--- src/rtl/retro_cache_line_sequencer.sv ---
// Cache line miss sequencer: optional dirty-victim writeback, full-line fill into BRAM, tag commit.
// Build option: RETRO_CACHE_CRITICAL_WORD_FIRST_EN starts both transfers at the missed byte and wraps.
module retro_cache_line_sequencer #(
  parameter int unsigned AddressBusWidth = 16,
  parameter int unsigned CacheLineBits   = 7,
  parameter int unsigned CacheIndexBits  = 7,
  localparam int unsigned TagLength      = AddressBusWidth - CacheIndexBits - CacheLineBits,
  localparam int unsigned StoAddrWidth   = CacheIndexBits + CacheLineBits
) (
  input  logic                       Clk,
  input  logic                       Reset,
  input  logic                       MissReq,
  input  logic [TagLength-1:0]       MissTag,
  input  logic [CacheIndexBits-1:0]  MissIndex,
  input  logic [CacheLineBits-1:0]   MissOffset,
  input  logic                       VictimValid,
  input  logic                       VictimDirty,
  input  logic [TagLength-1:0]       VictimTag,
  output logic                       Delay,
  output logic                       Done,
  output logic                       TagWrite,
  output logic [CacheIndexBits-1:0]  TagIndex,
  output logic [TagLength-1:0]       TagValue,
  output logic [AddressBusWidth-1:0] SrcAddress,
  output logic                       SrcAccess,
  output logic                       SrcWrite,
  output logic [7:0]                 SrcDout,
  input  logic [7:0]                 SrcDin,
  input  logic                       SrcReady,
  output logic [StoAddrWidth-1:0]    StoAddress,
  output logic                       StoAccess,
  output logic                       StoWrite,
  output logic [7:0]                 StoDout,
  input  logic [7:0]                 StoDin
);

  typedef enum logic [2:0] {
    IDLE    = 3'd0,
    WB_RD   = 3'd1,
    WB_WR   = 3'd2,
    FILL_RD = 3'd3,
    FILL_WR = 3'd4,
    COMMIT  = 3'd5
  } state_e;

  state_e                    state_q, state_d;
  logic [CacheLineBits-1:0]  ctr_q, ctr_d;
  logic [CacheLineBits-1:0]  start_q, start_d;
  logic [CacheIndexBits-1:0] index_q, index_d;
  logic [TagLength-1:0]      mtag_q, mtag_d;
  logic [TagLength-1:0]      vtag_q, vtag_d;
  logic [7:0]                data_q, data_d;
  logic                      wb_first_q, wb_first_d;

  logic [CacheLineBits-1:0]  start_offset_c;
  logic [CacheLineBits-1:0]  last_off_c;
  logic                      last_c;

`ifdef RETRO_CACHE_CRITICAL_WORD_FIRST_EN
  assign start_offset_c = MissOffset;
`else
  logic unused_miss_offset;
  assign unused_miss_offset = ^MissOffset;
  assign start_offset_c     = '0;
`endif

  // Last byte of the line is the one just before the start offset, modulo line size.
  assign last_off_c = start_q - CacheLineBits'(1);
  assign last_c     = (ctr_q == last_off_c);

  always_ff @(posedge Clk) begin
    if (Reset) begin
      state_q <= IDLE;
    end else begin
      state_q <= state_d;
    end
  end

  always_ff @(posedge Clk) begin
    if (Reset) begin
      ctr_q      <= '0;
      start_q    <= '0;
      index_q    <= '0;
      mtag_q     <= '0;
      vtag_q     <= '0;
      data_q     <= '0;
      wb_first_q <= 1'b0;
    end else begin
      ctr_q      <= ctr_d;
      start_q    <= start_d;
      index_q    <= index_d;
      mtag_q     <= mtag_d;
      vtag_q     <= vtag_d;
      data_q     <= data_d;
      wb_first_q <= wb_first_d;
    end
  end

  always_comb begin
    state_d    = state_q;
    ctr_d      = ctr_q;
    start_d    = start_q;
    index_d    = index_q;
    mtag_d     = mtag_q;
    vtag_d     = vtag_q;
    data_d     = data_q;
    wb_first_d = 1'b0;
    unique case (state_q)
      IDLE: begin
        if (MissReq) begin
          mtag_d  = MissTag;
          index_d = MissIndex;
          vtag_d  = VictimTag;
          start_d = start_offset_c;
          ctr_d   = start_offset_c;
          state_d = (VictimValid && VictimDirty) ? WB_RD : FILL_RD;
        end
      end
      WB_RD: begin
        wb_first_d = 1'b1;
        state_d    = WB_WR;
      end
      WB_WR: begin
        // BRAM data is only guaranteed in the first WB_WR cycle; hold it across source waits.
        if (wb_first_q) data_d = StoDin;
        if (SrcReady) begin
          if (last_c) begin
            ctr_d   = start_q;
            state_d = FILL_RD;
          end else begin
            ctr_d   = ctr_q + CacheLineBits'(1);
            state_d = WB_RD;
          end
        end
      end
      FILL_RD: begin
        if (SrcReady) begin
          data_d  = SrcDin;
          state_d = FILL_WR;
        end
      end
      FILL_WR: begin
        ctr_d   = ctr_q + CacheLineBits'(1);
        state_d = last_c ? COMMIT : FILL_RD;
      end
      COMMIT: begin
        state_d = IDLE;
      end
      default: begin
        state_d = IDLE;
      end
    endcase
  end

  always_comb begin
    Delay      = (state_q != IDLE);
    Done       = 1'b0;
    TagWrite   = 1'b0;
    TagIndex   = '0;
    TagValue   = '0;
    SrcAddress = '0;
    SrcAccess  = 1'b0;
    SrcWrite   = 1'b0;
    SrcDout    = '0;
    StoAddress = '0;
    StoAccess  = 1'b0;
    StoWrite   = 1'b0;
    StoDout    = '0;
    unique case (state_q)
      WB_RD: begin
        StoAccess  = 1'b1;
        StoAddress = {index_q, ctr_q};
      end
      WB_WR: begin
        SrcAccess  = 1'b1;
        SrcWrite   = 1'b1;
        SrcAddress = {vtag_q, index_q, ctr_q};
        SrcDout    = wb_first_q ? StoDin : data_q;
      end
      FILL_RD: begin
        SrcAccess  = 1'b1;
        SrcAddress = {mtag_q, index_q, ctr_q};
      end
      FILL_WR: begin
        StoAccess  = 1'b1;
        StoWrite   = 1'b1;
        StoAddress = {index_q, ctr_q};
        StoDout    = data_q;
      end
      COMMIT: begin
        TagWrite = 1'b1;
        TagIndex = index_q;
        TagValue = mtag_q;
        Done     = 1'b1;
      end
      default: begin
      end
    endcase
  end

endmodule

--- config.mk ---
export PLATFORM = sky130hd
export DESIGN_NAME = retro_cache_line_sequencer
export DESIGN_NICKNAME = d
export VERILOG_FILES = /design/src/rtl/retro_cache_line_sequencer.sv
export SDC_FILE = /design/constraint.sdc
export NUM_CORES = 1
export LEC_CHECK = 0
export CORE_MARGIN = 8
export CORE_UTILIZATION = 39
export DETAILED_ROUTE_END_ITERATION = 16
export PLACE_DENSITY = 0.89
export RECOVER_POWER = 25
export SYNTH_ARGS = -nofsm -noshare
export SYNTH_HDL_FRONTEND = slang
export SYNTH_SLANG_ARGS = --single-unit
--- constraint.sdc ---
create_clock -name Clk -period 1.85 [get_ports Clk]
set_clock_uncertainty 0.1 [all_clocks]
set_input_delay 0.185 -clock Clk [delete_from_list [all_inputs] [get_ports Clk]]
set_output_delay 0.185 -clock Clk [all_outputs]
set_load 0.05 [all_outputs]
# Yosys cells after proc, flatten, opt, wreduce, memory -nomap -nowiden
# Cells that the tools add are included.
[totals] word_cells=54 input_bits=40 reg_bits=30 output_inout_bits=62
[classes] muxes=26 n_reduce_logical=11 add_sub_neg=1 n_eq_ne=9
[op_table] cell="$mux W8" n=4
[op_table] cell="$pmux W16 S2" n=1
[op_table] cell="$mux W7" n=4
[op_table] cell="$pmux W7 S3" n=1
[op_table] cell="$pmux W8 S2" n=1
[op_table] cell="$pmux W3 S5" n=1
[op_table] cell="$mux W14" n=1
[op_table] cell="$mux W3" n=4
[op_table] cell="$add A7 B1 Y7 const B" n=1
[op_table] cell="$eq A7 B7 Y1 const B" n=1
[op_table] cell="$eq A3 B2 Y1 const B" n=2
[op_table] cell="$eq A3 B3 Y1 const B" n=2
[op_table] cell="$mux W1" n=6
[op_table] cell="$mux W2" n=3
[op_table] cell="$ne A2 B2 Y1 const B" n=3
[op_table] cell="$reduce_and A3 Y1" n=2
[op_table] cell="$reduce_bool A3 Y1" n=2
[op_table] cell="$reduce_and A2 Y1" n=2
[op_table] cell="$reduce_or A2 Y1" n=2
[op_table] cell="$eq A3 B1 Y1 const B" n=1
[op_table] cell="$logic_not A3 Y1" n=1
[op_table] cell="$reduce_bool A2 Y1" n=1
[op_table] cell="$logic_and A1 B1 Y1" n=1

# Depth between registers and ports, before layout
# Gate-level depths: netlist of run 1.
[depth] word_depth=4 mapped_depth=7 mapped_depth_nobuf=5

# Worst setup path after synthesis of run 1
# OpenSTA, ideal clock, no wires.
[synth_timing] path_type="reg-to-output" from="register state_q[1]" to="output TagIndex[0]" path_stages_with_launch=5 slack_ns=-0.487 n_path_buf=1 required_ns=1.565 arrival_time_ns=2.052 path_cell_list="dfxtp_1 -> buf_6 -> nand2b_1 -> nor2_1 -> and2_1"
[synth_between] elab_chain_len=2
[synth_lines] element="from (decl)" line_no="46" source="state_e state_q, state_d;"
[synth_lines] element="from (signal assigned)" line_no="75" source="state_q <= state_d;"
[synth_lines] element="$eq A3 B3 Y1" line_no="169" source="unique case (state_q)"
[synth_lines] element="$mux W7" line_no="169"
[synth_lines] element="to (decl)" line_no="22" source="output logic [CacheIndexBits-1:0] TagIndex,"
# Every way passes these cells.

# Worst setup path after layout of run 1
[layout_timing] from="register state_q[0]" to="output StoAddress[9]"
[layout_between] elab_chain_len=3 word_cells_on_any_way=4 classes_between="2 x eq/ne; 1 x mux; 1 x reduce/logical"
[layout_lines] element="$eq A3 B3 Y1 or $eq A3 B1 Y1 (tied branches)" line_no="169"
[layout_lines] element="$reduce_or A2 Y1 (no line) (*)"
[layout_lines] element="$mux W14 (*)" line_no="169"
[layout_lines] element="to (decl)" line_no="30" source="output logic [StoAddrWidth-1:0] StoAddress,"
# Mark *: on every way between the ends. The rest lies on a longest branch, timed or not.

==> impl_results.md, run 1 <==
* Max Transition Viols Final at 0
* Share of layout cells above drive strength 1 at 37.26%
* Most common cell in the netlist: nand2_1
* Arrival time worst endpoint at 1.55 ns
* Detailed-route DRC error count at 0
* Worst flop-to-flop path endpoint: ctr_q[6]$_SDFFE_PP0P_
* Vias in the first global route at 2184
* Max Cap Viol at 0
* P&R area growth vs syn at 90.54%
* Maximum clock path buffer count at 2
* Critical Path Source Type: register
* Tot GR Track Use at 18.87%
* Post-synth top flop: dfxtp_1
* Total CTS buffers at 5
* Reg2reg path depth at 5
* CP max FO at 8
* Grt total ovfl at 0
* # port buffers at 94
* Slowest CP cell: dfxtp_4
* Post-Syn Instances at 256
* Initial DRC Count at 128
* Total wire length at 7158 µm
* R2R Path Start: ctr_q[1]$_SDFFE_PP0P_
* Period Utilization, post-route at 99.26%
* Max-Slew Margin vs Limit at 38.79%
* CP most frequent cell: buf_6
* IO Count at 102
* Final setup viols at 0
* Post-synthesis sequential area ratio at 31.75%
* Clk root buf: clkbuf_8
* Critical Path End Type: output port
* Synth Net Count at 297
* Largest net degree at the start of global routing at 20
* Starting Density at 40.32%
* Antenna violations before repair at 0
* DR vias at 2228
* Critical path type: register to output port
* Worst path bufs/invs at 3
* Std-Cell Core Area at 4692 µm²
* Cell area after placement at 3364 µm²
* Inst Count DP at 405
* Setup tns final at 0 ns
* N_diodes at 0
* Unrepaired setup endpoints after global routing: true
* Vias per cell at 5.317
* CP delay by family, top: buffers and inverters
* Die width at 85.65 µm
* Fin nets at 406
* Asr flop ratio synth at 0%
* Hold EP: index_q[4]$_SDFFE_PP0P_
* Cell count of the worst hold path at 3
* Max stage delay on crit path at 0.37 ns
* Flop-to-flop setup slack at 0.10 ns
* Detailed Routing Iterations Pass 1 at 6
* Final ANT Viol Nets at 0
* Final Hold Fails at 0
* FMAX at 0.5446 GHz
* Critical path required time at 1.56 ns
* Clk sinks at 30
* Mapped Avg Cell Area at 7.390 µm²
* Largest cells by area after synthesis: dfxtp_1 32%, and2_1 13%, nand2_1 7.7%
* Synth area leader: dfxtp_1
* Die Area at 7335 µm²
* Critical-path cell list: buf_6 -> xnor2_1 -> nor2_2 -> buf_6 -> and2_4 -> buf_12
* Yosys reg bits at 30
* Hpwl dp at 5213 µm
* Yosys warns at 0
* Post-synthesis cell type count at 41
* Top-area cell type share of the netlist area at 31.75%
* Pleak at 1.458 nW
* Outcome: finished, final reports clean
* Synth Cell Area at 1892 µm²
* CTS tree: yes
* Die Y at 85.65 µm
* Post-route insts no fill at 419
* Design area at 3605 µm²
* Cell Rows at 25
* Hold Startpoint: MissIndex[4]
* H-Tree Depth at 2
* Wire length per cell at 17.08 µm
* Hold WC Path Type: input port to register
* Stages on worst setup path at 6
* EDFF count, synth at 0
* RePlAce Congestion at 0.7797
* Final Critical Period at 1.836 ns
* Slew at the pin with the worst max-slew slack at 0.9181 ns
* Final core utilization at 76.83%
* Clock slew at reported path FFs at 0.06 ns
* Pwr Density at 537.9 nW/µm²
* Max rail drop VDD at 0.4148 mV
* Post-synth top cells: 39 x nand2_1, 38 x and2_1, 30 x dfxtp_1
* First-pass GRT wire length at 11140 µm
* Clk Latency, worst-skew pair at 0.28 ns
-- state kept, by name, indices dropped and copies added, names as in the netlist --
name        flops
state_q         3
data_q          8
ctr_q           7
mtag_q          2
index_q         7
wb_first_q      1
vtag_q          2
-- through the flow --
step	setup slack, ns	power, mW	hold WS, ns
after CTS	0.003057	1.902	0.3482
after detailed placement	-0.01813	1.396	0.3529
after global routing	-0.02623	2.044	0.3614
after global placement	0.03933	1.376	0.3424
final	0.01370	1.939	0.3510
after floorplan	-0.2590	1.114	0.2210
-- repair_timing --
item | CTS | global route
buffers inserted | 3 | 2
cloned | 1 | 1
resized for setup | 15 | 30
pin swaps | 1 | 4
endpoints found under the setup margin | 49 | 49
hold buffers | 0 | 0
endpoints found under the hold margin | 0 | 0
-- cell families (layout without fill, tap and decap cells) --
logic type | Yosys count | in the layout | share of synthesized area, %
AO/OA/AOI/OAI | 53 | 53 | 18.19
adder cells (fa/ha/maj) | 1 | 1 | 0.6613
buffers and inverters | 28 | 136 | 7.143
AND/OR/NAND/NOR | 129 | 130 | 34.72
XOR/XNOR | 6 | 6 | 2.778
flip-flops | 30 | 30 | 31.75
multiplexers | 9 | 9 | 4.762
-- layer usage --
| metal | GRT usage [%] | vias up | wire length (µm) |
|---|---|---|---|
| met2 | 35.68 | 84 | 3932 |
| li1 | - | 1079 | - |
| met1 | 18.97 | 1053 | 2619 |
| met3 | 6.686 | 12 | 474 |
| met4 | 4.936 | 0 | 131 |
| met5 | 0 | - | 0 |
-- final cells by class --
type / count / area (µm²)
Clock buffer: 7 / 76.32
Fill cell: 306 / 1087
Inverter: 9 / 36.28
Multi-Input combinational cell: 199 / 1271
Sequential cell: 30 / 614.3
Tap cell: 54 / 67.56
Timing Repair Buffer: 120 / 1539
-- where the power goes --
part           internal (mW)  switching, mW
registers              0.691         0.0500
clock network          0.258          0.229
logic                  0.316          0.395
total                   1.27          0.674
-- worst max-delay path by stage --
| stage | startpoint | end | slack, ns |
|---|---|---|---|
| finish | state_q[0]$_SDFFE_PP0P_ | StoAddress[9] | 0.01 |
| global route | state_q[0]$_SDFFE_PP0P_ | StoAddress[9] | -0.03 |
| CTS | state_q[0]$_SDFFE_PP0P_ | StoAddress[12] | 0.003 |
| detailed placement | state_q[1]$_SDFFE_PP0P_ | SrcDout[6] | -0.02 |
| global placement | state_q[1]$_SDFFE_PP0P_ | SrcDout[0] | 0.04 |
| floorplan | state_q[0]$_SDFFE_PP0P_ | StoDout[1] | -0.26 |
-- cells in the final DEF (no fill, tap or decap), types with 9 or more instances in the layout --
cell             instances
buf_4                   40
buf_12                  44
nand2_1                 38
mux2i_1                  9
clkdlybuf4s50_1         32
nor2_2                  11
and2_4                  14
nor2_1                  14
a21oi_1                 25
dfxtp_1                 25
and2_1                  24
-- tightest hold or removal path, cell delays in order --
cell and delay, ns:
clkdlybuf4s50_1 0.39, nand2_1 0.05, a21oi_1 0.05
Note: power is estimated with default switching activity, not from simulation.
==> inputs of run 2 (changes only) <==
--- a/config.mk
+++ b/config.mk
@@ -8,6 +8,7 @@
 export CORE_MARGIN = 8
 export CORE_UTILIZATION = 39
 export DETAILED_ROUTE_END_ITERATION = 16
+export GPL_TIMING_DRIVEN = 0
 export PLACE_DENSITY = 0.89
 export RECOVER_POWER = 25
 export SYNTH_ARGS = -nofsm -noshare
==> constraint.sdc (replaced) <==
create_clock -name Clk -period 2 [get_ports Clk]
set_clock_uncertainty 0.1 [all_clocks]
set_input_delay 0.2 -clock Clk [delete_from_list [all_inputs] [get_ports Clk]]
set_output_delay 0.2 -clock Clk [all_outputs]
set_load 0.05 [all_outputs]
==> impl_results.md, run 2 (synthesized netlist as in run 1, its figures left out) <==
* Final Hold Fails at 0 (unchanged)
* Critical Path End Type: output port (unchanged)
* IO Count at 102 (unchanged)
* Flop-to-flop setup slack at 0.18 ns (was 0.10 ns)
* Die Area at 7335 µm² (unchanged)
* Antenna violations before repair at 0 (unchanged)
* R2R Path Start: ctr_q[0]$_SDFFE_PP0P_ (was ctr_q[1]$_SDFFE_PP0P_)
* Critical Path Source Type: register (unchanged)
* Reg2reg path depth at 5 (unchanged)
* Hold slack final at 0.1417 ns (was 0.3510 ns)
* Unrepaired setup endpoints after global routing: true (unchanged)
* Final ANT Viol Nets at 0 (unchanged)
* Clk root buf: clkbuf_8 (unchanged)
* Die Y at 85.65 µm (unchanged)
* Most frequent cells in the layout: 38 x and2_1, 38 x nand2_1, 30 x dfxtp_1, 30 x clkdlybuf4s50_1, 27 x a21oi_1 (was 44 x buf_12, 40 x buf_4, 38 x nand2_1)
* # port buffers at 92 (was 94)
* CTS tree: yes (unchanged)
* Clk sinks at 30 (unchanged)
* Largest register FFs at 8 (unchanged)
* Worst flop-to-flop path endpoint: ctr_q[0]$_SDFFE_PP0P_ (was ctr_q[6]$_SDFFE_PP0P_)
* H-Tree Depth at 2 (unchanged)
* # hold bufs at CTS at 0 (unchanged)
* Die width at 85.65 µm (unchanged)
* Pwr Density at 579.8 nW/µm² (was 537.9 nW/µm²)
* Final Critical Period at 1.956 ns
* Clk Latency, worst-skew pair at 0.28 ns (about the same)
* CP Capture Point: StoAddress[3] (was StoAddress[9])
* N_diodes at 0 (unchanged)
* P&R area growth vs syn at 52.58% (was 90.54%)
* Detailed Routing Iterations Pass 1 at 4 (was 6)
* Top reg by flops: data_q (unchanged)
* Total wire length at 6307 µm (was 7158 µm)
* Hpwl dp at 4661 µm (was 5213 µm)
* Hold WC Path Type: input port to register (unchanged)
* Std-Cell Core Area at 4692 µm² (unchanged)
* Wire length per cell at 15.38 µm (was 17.08 µm)
* Setup tns final at 0 ns (unchanged)
* Max rail drop VDD at 0.4249 mV (was 0.4148 mV)
* Critical path required time at 1.70 ns (was 1.56 ns)
* Arrival time worst endpoint at 1.66 ns (was 1.55 ns)
* Initial DRC Count at 152 (was 128)
* Cell Rows at 25 (unchanged)
* RePlAce Congestion at 0.8128 (was 0.7797)
* Clock slew at reported path FFs at 0.07 ns (was 0.06 ns)
* Total CTS buffers at 5 (unchanged)
* Max Transition Viols Final at 0 (unchanged)
* Critical path type: register to output port (unchanged)
* Final setup viols at 0 (unchanged)
* Outcome: finished, final reports clean (unchanged)
* Period Utilization, post-route at 97.79%
* Vias in the first global route at 2042 (was 2184)
* Vias per cell at 5.124 (was 5.317)
* Fin nets at 397 (was 406)
* Final worst setup slack at 0.04430 ns (was 0.01370 ns)
* Detailed-route DRC error count at 0 (unchanged)
* Filler cells at 442 (was 306)
* Share of layout cells above drive strength 1 at 25.56% (was 37.26%)
* Crit path from: state_q[2]$_SDFFE_PP0P_ (was state_q[0]$_SDFFE_PP0P_)
* Largest net degree at the start of global routing at 12 (was 20)
* Pleak at 1.220 nW (was 1.458 nW)
* CP max FO at 8 (unchanged)
* Starting Density at 40.32% (unchanged)
* Max Cap Viol at 0 (unchanged)
* Top Registers: data_q (8), ctr_q (7), index_q (7) (unchanged)
* Tot GR Track Use at 16.93% (was 18.87%)
* First-pass GRT wire length at 10050 µm (was 11140 µm)
* FMAX at 0.5113 GHz
* Grt total ovfl at 0 (unchanged)
* DR vias at 2101 (was 2228)
* Max-Slew Margin vs Limit at 63.64% (was 38.79%)
* DP Worst Slack at -0.4267 ns (was -0.01813 ns)
* Maximum clock path buffer count at 2 (unchanged)
* Slew at the pin with the worst max-slew slack at 0.5454 ns (was 0.9181 ns)
-- run 2: cell count changes in the layout (fill, tap and decap cells not counted), sizes merged --
cell           previous run  this run
clkdlybuf4s18             0         1
buf                      87        46
clkdlybuf4s50            32        30
clkbuf                    8        25
dlygate4sd2               0         1
clkdlybuf4s15             0        15
-- run 2: critical path, stage by stage, from the launching register on --
cell and delay [ns]:
dfxtp_1 0.31, buf_6 0.14, xnor2_1 0.13, nor2_2 0.16
buf_4 0.16, and2_1 0.12, clkdlybuf4s15_2 0.36
-- run 2: repair_timing --
item                       4_1_cts  5_1_grt
setup buffers                    0        1
pin swaps                        1        2
gates cloned                     0        1
setup endpoints to repair       62       55
gates resized for setup        288       34
-- run 2: worst min path at each step --
stage                                      start                     end  slack, ns  cells past startpoint
after floorplan                     VictimTag[0]  vtag_q[0]$_SDFFE_PP0P_       0.24                      2
after global placement    vtag_q[1]$_SDFFE_PP0P_  vtag_q[1]$_SDFFE_PP0P_       0.35                      2
after detailed placement  vtag_q[1]$_SDFFE_PP0P_  vtag_q[1]$_SDFFE_PP0P_       0.35                      2
after CTS                                  Reset  vtag_q[0]$_SDFFE_PP0P_       0.15                      2
after global routing                       Reset  vtag_q[0]$_SDFFE_PP0P_       0.18                      2
final                                      Reset  vtag_q[0]$_SDFFE_PP0P_       0.14                      2
-- run 2: layer usage --
layer / GRT usage (%) / wire length, µm
met4: 6.210 / 62
met5: 0 / 0
met3: 4.871 / 365
met1: 18.83 / 2598
met2: 29.76 / 3280
-- run 2: per-stage QoR --
stage	utilization, %	power [mW]	instance area (µm²)	std cells
6_report	61.52	1.674	2887	410
5_1_grt	61.52	1.756	2887	410
4_1_cts	61.23	1.664	2873	408
3_5_place_dp	61.60	1.215	2890	402
3_3_place_gp	61.60	1.202	2890	402
2_1_floorplan	-	1.026	1902	256
-- run 2: cell type report --
| cell class | instances | area (µm²) | area share, % |
|---|---|---|---|
| buffer | 18 | 110.1 | 3.814 |
| multi-input combinational | 199 | 1197 | 41.48 |
| timing repair buffer | 93 | 798.3 | 27.65 |
| clock buffer | 7 | 76.32 | 2.644 |
| sequential | 30 | 600.6 | 20.81 |
| tap | 54 | 67.56 | 2.341 |
| inverter | 9 | 36.28 | 1.257 |
-- run 2: report_power, final --
group          internal [mW]  switching, mW
Clock                  0.239          0.226
Sequential             0.638         0.0391
Combinational          0.201          0.329
Total                   1.08          0.595
==> inputs of run 3 (changes only) <==
--- a/config.mk
+++ b/config.mk
@@ -9,7 +9,7 @@
 export CORE_UTILIZATION = 39
 export DETAILED_ROUTE_END_ITERATION = 16
 export GPL_TIMING_DRIVEN = 0
-export PLACE_DENSITY = 0.89
+export PLACE_DENSITY_LB_ADDON = 0.25
 export RECOVER_POWER = 25
 export SYNTH_ARGS = -nofsm -noshare
 export SYNTH_HDL_FRONTEND = slang
==> impl_results.md, run 3 (synthesized netlist as in run 1, its figures left out) <==
* RePlAce Congestion at 0.7883 (was 0.8128)
* Top reg by flops: data_q (unchanged)
* Die Area at 7335 µm² (unchanged)
* Initial DRC Count at 54 (was 152)
* Unrepaired setup endpoints after global routing: true (unchanged)
* # hold bufs at CTS at 0 (unchanged)
* Critical path required time at 1.70 ns (about the same)
* Post-route insts no fill at 409 (was 410)
* P&R area growth vs syn at 52.91% (was 52.58%)
* Clk pwr share at 28.5% (was 27.8%)
* Final ANT Viol Nets at 0 (unchanged)
* Final Hold Fails at 0 (unchanged)
* FMAX at 0.5157 GHz (was 0.5113 GHz)
* Max stage delay on crit path at 0.32 ns (was 0.36 ns)
* Vias per cell at 5.066 (was 5.124)
* Critical path type: register to output port (unchanged)
* Detailed Routing Iterations Pass 1 at 4 (unchanged)
* Period Utilization, post-route at 96.96% (was 97.79%)
* Starting Density at 40.32% (unchanged)
* Hold slack final at 0.1937 ns (was 0.1417 ns)
* Flop pwr share at 40.0% (was 40.5%)
* CP delay by family, top: buffers and inverters (unchanged)
* Pleak at 1.214 nW (was 1.220 nW)
* Die width at 85.65 µm (unchanged)
* Worst path bufs/invs at 3 (unchanged)
* Clk sinks at 30 (unchanged)
* Share of layout cells above drive strength 1 at 25.35% (was 25.56%)
* Slowest CP cell: dfxtp_1 (was clkdlybuf4s15_2)
* Grt total ovfl at 0 (unchanged)
* Clk Latency, worst-skew pair at 0.28 ns (about the same)
* Max Transition Viols Final at 0 (unchanged)
* Cell area after placement at 2890 µm² (unchanged)
* H-Tree Depth at 2 (unchanged)
* DR vias at 2072 (was 2101)
* Hold WC Path Type: input port to register (unchanged)
* Logic pwr share at 31.5% (was 31.7%)
* Outcome: finished, final reports clean (unchanged)
* Max rail drop VDD at 0.3642 mV (was 0.4249 mV)
* Antenna violations before repair at 0 (unchanged)
* Largest net degree at the start of global routing at 11 (was 12)
* Fin nets at 397 (unchanged)
* Most frequent cells in the layout: 38 x and2_1, 38 x nand2_1, 30 x dfxtp_1, 30 x clkdlybuf4s50_1, 27 x a21oi_1 (unchanged)
* Total wire length at 6206 µm (was 6307 µm)
* Internal power at 1.106 mW (was 1.079 mW)
* Critical-path cell list: buf_6 -> nand2b_2 -> nor2_2 -> buf_4 -> buf_2 (was buf_6 -> xnor2_1 -> nor2_2 -> buf_4 -> and2_1 -> clkdlybuf4s15_2)
* First-pass GRT wire length at 10010 µm (was 10050 µm)
* Filler cells at 467 (was 442)
* Arrival time worst endpoint at 1.64 ns (was 1.66 ns)
* Setup tns final at 0 ns (unchanged)
* Clk root buf: clkbuf_8 (unchanged)
* Largest register FFs at 8 (unchanged)
* Final core utilization at 61.65% (was 61.52%)
* Max-Slew Margin vs Limit at 62.80% (was 63.64%)
* Final Critical Period at 1.939 ns (was 1.956 ns)
* Critical Path End Type: output port (unchanged)
* Final setup viols at 0 (unchanged)
* Maximum clock path buffer count at 2 (unchanged)
* Pwr Density at 584.0 nW/µm² (was 579.8 nW/µm²)
* Wire length per cell at 15.17 µm (was 15.38 µm)
* Slew at the pin with the worst max-slew slack at 0.5580 ns (was 0.5454 ns)
* IO Count at 102 (unchanged)
* Switch share at 34.53% (was 35.55%)
* Final worst setup slack at 0.06088 ns (was 0.04430 ns)
* Max Cap Viol at 0 (unchanged)
* Total CTS buffers at 5 (unchanged)
* Top Registers: data_q (8), ctr_q (7), index_q (7) (unchanged)
* CP max FO at 10 (was 8)
* Vias in the first global route at 1969 (was 2042)
* Tot GR Track Use at 16.68% (was 16.93%)
* Inst Count DP at 402 (unchanged)
* CTS tree: yes (unchanged)
* Die Y at 85.65 µm (unchanged)
* Std-Cell Core Area at 4692 µm² (unchanged)
* N_diodes at 0 (unchanged)
* Cell Rows at 25 (unchanged)
* Clock slew at reported path FFs at 0.06 ns (was 0.07 ns)
* Detailed-route DRC error count at 0 (unchanged)
* DP Worst Slack at -0.4468 ns (was -0.4267 ns)
* Pwr Total at 1.689 mW (was 1.674 mW)
* Sw power at 0.5834 mW (was 0.5949 mW)
* Hpwl dp at 4687 µm (was 4661 µm)
* Design area at 2893 µm² (was 2887 µm²)
* # port buffers at 92 (unchanged)
* Critical Path Source Type: register (unchanged)
==> run 3: path summary, 6_finish.rpt <==
kind,from,depth (start not counted),end,slack (ns)
worst min-delay path,Reset,2,vtag_q[0]$_SDFFE_PP0P_,0.19
worst max-delay path,state_q[1]$_SDFFE_PP0P_,5,TagWrite,0.06
worst max register to register,ctr_q[1]$_SDFFE_PP0P_,5,ctr_q[6]$_SDFFE_PP0P_,0.20
worst min register to register,data_q[7]$_SDFFE_PP0P_,2,data_q[7]$_SDFFE_PP0P_,0.36
==> run 3: timing repair <==
item,CTS,global route
pin swaps,1,2
gates resized for setup,275,42
endpoints found under the setup margin,62,49
buffers inserted,0,1
gates cloned,1,0
==> run 3: final cells by class <==
type / count / area [µm²] / area share (%)
Inverter: 9 / 36.28 / 1.254
Buffer: 18 / 110.1 / 3.806
Multi-Input combinational cell: 199 / 1194 / 41.26
Timing Repair Buffer: 93 / 802.0 / 27.72
Tap cell: 54 / 67.56 / 2.336
Sequential cell: 30 / 600.6 / 20.76
Clock buffer: 6 / 82.58 / 2.855
==> run 3: layer usage <==
metal / track usage (%) / share of wire (%) / wire length, µm / up-vias
met3: 4.967 / 5.0 / 310 / 5
met1: 19.14 / 42 / 2631 / 961
li1: - / - / - / 1055
met2: 29.27 / 52 / 3223 / 51
met5: 0 / 0 / 0 / -
met4: 4.299 / 0.64 / 40 / 0
==> run 3: power groups by stage <==
| stage | clock [mW] | sequential (mW) | combinational, mW |
|---|---|---|---|
| floorplan | 0 | 0.675 | 0.351 |
| global placement | 0 | 0.682 | 0.526 |
| detailed placement | 0 | 0.684 | 0.533 |
| CTS | 0.488 | 0.676 | 0.520 |
| global route | 0.515 | 0.682 | 0.578 |
| finish | 0.482 | 0.676 | 0.532 |
